<file path="config.mk">
export PLATFORM = sky130hd
export DESIGN_NAME = stage_if
export DESIGN_NICKNAME = d
export VERILOG_FILES = /design/src/rtl/stage_if.sv
export SDC_FILE = /design/constraint.sdc
export NUM_CORES = 1
export LEC_CHECK = 0
export CORE_MARGIN = 2
export CORE_UTILIZATION = 45
export CTS_BUF_LIST = sky130_fd_sc_hd__clkbuf_4
export DETAILED_ROUTE_END_ITERATION = 6
export GPL_TIMING_DRIVEN = 0
export PLACE_DENSITY = 0.69
export SLEW_MARGIN = 40
export SYNTH_ARGS = -nofsm -noshare
export SYNTH_HDL_FRONTEND = slang
export SYNTH_SLANG_ARGS = --single-unit
</file>
<file path="constraint.sdc">
create_clock -name clk -period 16.7 [get_ports clk]
set_clock_uncertainty 0.2 [all_clocks]
set_input_delay 5.01 -clock clk [delete_from_list [all_inputs] [get_ports clk]]
set_output_delay 5.01 -clock clk [all_outputs]
set_load 0.005 [all_outputs]
</file>
<file path="src/rtl/stage_if.sv">
// -----------------------------------------------------------------------------
// stage_if : instruction-fetch stage, producing the IF/ID pipeline register.
//
// Owns the fetch PC and issues one word fetch at a time over a req/ack
// handshake that tolerates any memory latency, including a zero-wait ack in
// the request cycle. Returned words go into a small FIFO so that decode stalls
// never lose a fetch. A redirect from downstream flushes the FIFO and the
// IF/ID register. If a fetch is still in flight, its response is dropped
// later in the DISCARD state.
//
// Parameters:
//   RESET_PC    fetch address after reset (word aligned)
//   FIFO_DEPTH  fetch buffer entries, 2 or 4
//
// Ports:
//   clk, rst                     clock (rising edge), async active-high reset
//   imem_req/imem_addr           fetch request and word address
//   imem_ack/imem_rdata          fetch response; data valid when ack=1
//   redirect_valid/redirect_pc   one-cycle flush and refetch pulse
//   id_stall                     decode cannot take a new instruction
//   id_valid/id_instr/id_pc/id_pc_plus4   IF/ID register outputs
//
// Optional feature (macro IF_BUBBLE_CNT_EN):
//   bubble_cnt  saturating count of cycles in which the IF/ID register
//               loaded while the FIFO was empty and no redirect was active.
// -----------------------------------------------------------------------------
module stage_if #(
    parameter logic [31:0] RESET_PC   = 32'h0000_0000,
    parameter int          FIFO_DEPTH = 2
) (
    input  logic        clk,
    input  logic        rst,
    output logic        imem_req,
    output logic [31:0] imem_addr,
    input  logic        imem_ack,
    input  logic [31:0] imem_rdata,
    input  logic        redirect_valid,
    input  logic [31:0] redirect_pc,
    input  logic        id_stall,
    output logic        id_valid,
    output logic [31:0] id_instr,
    output logic [31:0] id_pc,
    output logic [31:0] id_pc_plus4
`ifdef IF_BUBBLE_CNT_EN
    ,
    output logic [31:0] bubble_cnt
`endif
);

    localparam int PTR_W = $clog2(FIFO_DEPTH);
    localparam int CNT_W = PTR_W + 1;
    localparam logic [CNT_W-1:0] DEPTH_C = CNT_W'(FIFO_DEPTH);
    localparam logic [PTR_W-1:0] PTR_ONE = PTR_W'(1);
    localparam logic [CNT_W-1:0] CNT_ONE = CNT_W'(1);

    typedef enum logic {FETCH, DISCARD} state_t;

    state_t            state;
    logic [31:0]       fetch_pc;
    logic [31:0]       disc_addr;   // address of the orphaned in-flight fetch
    logic              run;         // holds requests off until the first edge after reset

    logic [31:0]       fifo_pc    [FIFO_DEPTH];
    logic [31:0]       fifo_instr [FIFO_DEPTH];
    logic [PTR_W-1:0]  wr_ptr;
    logic [PTR_W-1:0]  rd_ptr;
    logic [CNT_W-1:0]  count;

    logic              disc;
    logic              fire;
    logic              push;
    logic              pop;
    logic              id_load;
    logic              fifo_empty;

    logic              unused_pc_lsbs;
    assign unused_pc_lsbs = &{1'b0, redirect_pc[1:0]};

    always_comb begin
        disc       = (state == DISCARD);
        fifo_empty = (count == '0);
        // The request gate uses the pre-pop count. This is conservative: an
        // accepted request always has a free slot.
        imem_req   = run && (disc || (count < DEPTH_C));
        imem_addr  = disc ? disc_addr : fetch_pc;
        fire       = imem_req && imem_ack;
        push       = fire && !disc && !redirect_valid;
        id_load    = !id_stall || !id_valid;
        pop        = id_load && !fifo_empty && !redirect_valid;
    end

    // Fetch FSM and PC
    always_ff @(posedge clk or posedge rst) begin
        if (rst) begin
            state     <= FETCH;
            fetch_pc  <= RESET_PC;
            disc_addr <= RESET_PC;
            run       <= 1'b0;
        end else begin
            run <= 1'b1;
            if (redirect_valid) begin
                fetch_pc <= {redirect_pc[31:2], 2'b00};
                if (!disc && imem_req && !imem_ack) begin
                    // Request stays on the bus with its old address until acked.
                    state     <= DISCARD;
                    disc_addr <= fetch_pc;
                end else if (disc && imem_ack) begin
                    state <= FETCH;
                end
            end else if (disc) begin
                if (imem_ack)
                    state <= FETCH;
            end else if (fire) begin
                fetch_pc <= fetch_pc + 32'd4;
            end
        end
    end

    // FIFO pointers and occupancy
    always_ff @(posedge clk or posedge rst) begin
        if (rst) begin
            wr_ptr <= '0;
            rd_ptr <= '0;
            count  <= '0;
        end else if (redirect_valid) begin
            wr_ptr <= '0;
            rd_ptr <= '0;
            count  <= '0;
        end else begin
            if (push)
                wr_ptr <= wr_ptr + PTR_ONE;
            if (pop)
                rd_ptr <= rd_ptr + PTR_ONE;
            case ({push, pop})
                2'b10:   count <= count + CNT_ONE;
                2'b01:   count <= count - CNT_ONE;
                default: count <= count;
            endcase
        end
    end

    // FIFO storage needs no reset; occupancy alone qualifies it.
    always_ff @(posedge clk) begin
        if (push) begin
            fifo_pc[wr_ptr]    <= fetch_pc;
            fifo_instr[wr_ptr] <= imem_rdata;
        end
    end

    // IF/ID register. Redirect wins over a stall.
    always_ff @(posedge clk or posedge rst) begin
        if (rst) begin
            id_valid    <= 1'b0;
            id_instr    <= '0;
            id_pc       <= '0;
            id_pc_plus4 <= '0;
        end else if (redirect_valid) begin
            id_valid <= 1'b0;
        end else if (id_load) begin
            if (!fifo_empty) begin
                id_valid    <= 1'b1;
                id_instr    <= fifo_instr[rd_ptr];
                id_pc       <= fifo_pc[rd_ptr];
                id_pc_plus4 <= fifo_pc[rd_ptr] + 32'd4;
            end else begin
                id_valid <= 1'b0;
            end
        end
    end

`ifdef IF_BUBBLE_CNT_EN
    always_ff @(posedge clk or posedge rst) begin
        if (rst)
            bubble_cnt <= '0;
        else if (id_load && fifo_empty && !redirect_valid && (bubble_cnt != '1))
            bubble_cnt <= bubble_cnt + 32'd1;
    end
`endif

endmodule

</file>
; ---- Word-level counts from Yosys, hierarchy flattened
; Memories as Yosys holds them, arrays and structs flattened. A register that Yosys moved wholly into a read port is not among the register bits.
; Index checks and enable logic that the tools add are counted.
; W data, S select, Z words.
[totals]
memories = 2
mem_bits_rw = 128
word_cells = 71
inputBits = 69
ff_bits = 135
[op_classes]
n_addsub = 6
bitwise = 2
mux = 20
reduce_logical = 26
eq_ne = 4
order_cmp = 1
[memory_table]
columns = memory, words, word_bits, rd, rd_ports_with_merged_regs, wr, line
row1 = fifo_instr, 2, 32, 1, 1, 1, 64  ; logic [31:0] fifo_instr [FIFO_DEPTH];
row2 = fifo_pc, 2, 32, 1, 0, 1, 63  ; logic [31:0] fifo_pc [FIFO_DEPTH];
[op_table]
columns = op, n
row1 = $mux W32, 4
row2 = $add A32 B3 Y32 const B, 2
row3 = $mux W1, 14
row4 = $logic_and A1 B1 Y1, 9
row5 = $reduce_bool A2 Y1, 4
row6 = $logic_not A1 Y1, 6
row7 = $pmux W2 S2, 1
row8 = $reduce_and A2 Y1, 2
row9 = $ne A3 B1 Y1 const B, 1
row10 = $reduce_and A3 Y1, 1
row11 = $reduce_bool A3 Y1, 1
row12 = $add A1 B1 Y1 const B, 2
row13 = $add A2 B1 Y2 const B, 1
row14 = $eq A2 B1 Y1 const B, 1
row15 = $eq A2 B2 Y1 const B, 1
row16 = $logic_not A2 Y1, 1
row17 = $logic_or A1 B1 Y1, 2
row18 = $lt A2 B2 Y1 const B, 1
row19 = $mux W2, 1
row20 = $ne A2 B2 Y1 const B, 1
row21 = $not A1 Y1, 2
row22 = $sub A2 B1 Y2 const B, 1

; ---- Longest topological paths before layout
[depth]
ltp_word = 9
ltp_mapped = 10

; ---- Least setup slack after synthesis
; No wires, ideal clock.
[synth_timing]
path_type = input port to flip-flop
startpoint = input port redirect_valid
endpoint = memory fifo_instr[1][0] (enable)
setup_ns = 0.571
stages = 3
slack_ns = 5.966
t_arrival_ns = 9.963
required_time_ns = 15.929
path_cell_list = clkbuf_1 clkbuf_1 nor3b_1
[synth_via]
elab_chain_len = 4
[synth_rtl]
columns = item, line
row1 = from (decl), 37  ; input logic redirect_valid,
row2 = $logic_not A1 Y1, 87  ; push = fire && !disc && !redirect_valid;
row3 = $logic_and A1 B1 Y1, 87
row4 = $mux W1, 144  ; if (push) begin
row5 = $mux W1 (not written as such), 146  ; fifo_instr[wr_ptr] <= imem_rdata;
row6 = to (decl), 64
; Every way passes these cells.

; ---- Worst setup path after layout
[layout_timing]
startpoint = register state, in the netlist disc
endpoint = output port imem_addr[29]
[layout_via]
elab_chain_len = 1
[layout_rtl]
columns = item, line
row1 = from (decl), 58  ; state_t state;
row2 = from (signal assigned), 95  ; state <= FETCH;
row3 = from (signal assigned), 105  ; state <= DISCARD;
row4 = from (signal assigned), 108  ; state <= FETCH;
row5 = $mux W32, 85  ; imem_addr = disc ? disc_addr : fetch_pc;
row6 = to (decl), 34  ; output logic [31:0] imem_addr,
; Every way passes these cells.

==> impl_results.md <==
* WL/cell at about 18 um
* Htree depth at 3
* Slew Limit Fails at 0
* Hold-fix buffers at CTS at 0
* Final nets at about 1,300
* Crit path DAT at ~2.6 ns
* Lkg Pwr at 6.20 nW
* Routability cong. at 0.841
* Vias in the first global route at between 8,000 and 9,000
* Slew headroom at a little under three fifths
* Vias per cell at ~5.2
* Reg2reg setup slack at 13.45 ns
* Outcome: completed
* I/O pin cnt at just under 200
* EDFF count, synth at approximately 120
* DRC violation total after the first TritonRoute iteration at slightly below 600
* Tcrit/Tclk final at 46.7%
* R2r endpoint: id_pc_plus4[20]
* Hold Startpoint: id_instr[7]
* Power density cells at about 120 nW/um^2
* DRT Wirelength at roughly 29,000 um
* Met3 GRT Util at about 4.5%
* CORE AREA at roughly 27,000 sq um
* Kind of end point of the critical path: output port
* Syn. warnings at 0
* Row count at 60
* Seq/Total Area, Yosys at 63.1%
* Skew-Pair Late Insertion Delay at 0.67 ns
* Most common flop cell mapped by yosys: dfrtp_1
* Critical R2R Launch: rd_ptr
* Synth Register Bits at 283
* Most Crowded Layer GR: met2
* Placed instance area at roughly 15,000 sq um
* Max-Cap Viols at 0
* Hold path cells at 2
* Share of the synthesized area in the top cell type at approximately 33%
* Root buffer cell: clkbuf_4
* Gates resized, CTS repair at 0
* Cells after Synth at a little under 1,000
* Die W at between 150 and 200 um
* Hold EP: id_instr[7]
* Vias at 8,661
* Die area at approximately 28,000 sq um
* Overall power at about 1.8 mW
* Minimum clock period at roughly 7.8 ns
* Max VDD drop at about 50 uV
* Post-CTS setup buffers at 0
* Pre-antenna DRT Iters at 5
* GR Overflow Total at 0
* Req. time, crit path at around 11 ns
* Hold crit path type: flip-flop to flip-flop
* Worst Hold Slack at around 0.28 ns
* Hold Violations, Final at 0
* Worst-margin pin slew at about 0.65 ns
* CTS tree: yes
* Die span in y at roughly 170 um
* Setup Crit Path Kind: flip-flop to output port
* Share of cells above drive strength 1 at between 10% and 20%
* Drt drc at 0
* RSZ-0062 raised after global routing: no
* Clk sink count at 283
* Initial core utilization at 45.5%
* Fillers at about 2,200
* Final setup viols at 0
* Cell taking the most area after synthesis: dfrtp_1
* Largest net degree at the start of global routing at 70
* Post-DRT Antenna Nets at 0
* Post-route cell area at 15,800 sq um
* Post-Route Setup TNS at 0 ns
* Total GRT Usage at 21.0%
* Post-DP HPWL at roughly 22,000 um
* First-pass GRT wire length at around 47,000 um
* Worst-path fanout max at 10
* Grt met1 use at between 20 and 30%
* Reg2Reg Depth at 10
* Buffers on Ports at 190
* Syn_area_per_cell at roughly 13 sq um
* Achievable Freq at between 100 and 150 MHz
* Commonest cells post-synth: dfrtp_1, nand2_1, edfxtp_1
* CP startpoint kind: flip-flop
* CTS Buffer Depth at 3
* Main area contributors after synthesis: dfrtp_1, edfxtp_1, mux2_2
* Cell variety after synth at 65
* Number of CTS-inserted buffers at 75
* Clock transition at the registers of the reported paths at around 0.060 ns
* Post-synth ARST share at 56.2%
* GR Util met2 at roughly a third
* Synth-to-Final Area Change at 29.2%
* Post-Syn Area at roughly 12,000 sq um
* Initial antenna violation count at 1
* Most common cell in the netlist: dfrtp_1
-- registers in the layout, summed over array words and instances, names as in the netlist, 2 cells and up --
name         count
fetch_pc        30
count            2
id_instr        32
fifo_pc         60
disc_addr       30
id_pc_plus4     30
fifo_instr      64
id_pc           30
-- cell type report --
type	instances	area, sq um	area share, %
inverter	5	26.3	0.167
timing repair buffer	211	2080	13.2
sequential	283	7700	48.9
buffer	58	298	1.89
multi-input combinational	626	4210	26.7
tap	341	427	2.71
clock buffer	115	863	5.48
clock inverter	18	150	0.953
antenna	1	2.50	0.0159
-- metrics by stage --
step                util, %  cells  setup slack (ns)
global placement       54.3   1503              2.52
global route           58.8   1658              8.80
CTS                    58.8   1657              8.84
floorplan                 -    972              5.97
finish                 58.8   1658              8.90
detailed placement     55.0   1524              8.43
-- worst max-delay path, cell delays in order (launching register included) --
cell and delay [ns]:
dfrtp_1 0.33, buf_2 0.20, clkbuf_1 0.52, mux2_2 0.41, clkdlybuf4s50_1 0.46
-- metal layers --
layer	up-vias	wire length (um)
met2	274	13700
li1	4134	-
met1	4193	13300
met3	60	1630
met4	0	831
met5	-	0
-- worst max-delay path by stage --
stage,endpoint,depth (start not counted),slack [ns],startpoint
floorplan,fifo_instr[1][0],3,5.97,redirect_valid
global placement,fifo_instr[1][4],4,2.52,redirect_valid
detailed placement,fifo_instr[1][26],8,8.43,redirect_valid
CTS,imem_addr[29],4,8.84,disc
global route,imem_addr[25],4,8.80,disc
finish,imem_addr[29],4,8.90,disc
-- layout by cell type, fill, tap and decap left out, drive strengths merged, types with 5 or more instances in the layout --
master	instances
nand2	147
clkdlybuf4s50	190
buf	55
clkbuf	139
nor2	28
clkinv	13
o21ai	108
nor4	6
xnor2	26
dfrtp	159
nand4	27
edfxtp	124
nor3	5
a22oi	5
inv	6
a21o	8
nand3b	9
o311ai	5
mux2i	57
mux2	68
conb	7
xor2	25
nand3	35
-- cell families after synthesis --
kind of cell    count (synthesis)  synth area share (%)
simple gates                  290                  12.0
buf+inv                        63                  2.59
fa+ha+maj                       2                 0.205
xor+xnor                       51                  3.66
other cells                     2                0.0615
flops                         283                  63.1
mux                           125                  11.0
compound gates                151                  7.38
-- power breakdown --
| part | internal [mW] | switching [mW] | leakage, nW |
|---|---|---|---|
| combinational | 0.194 | 0.125 | 2.49 |
| clock | 0.359 | 0.273 | 0.596 |
| sequential | 0.819 | 0.0609 | 3.11 |
| total | 1.37 | 0.459 | 6.20 |
Power figures use the tool's default switching activity.
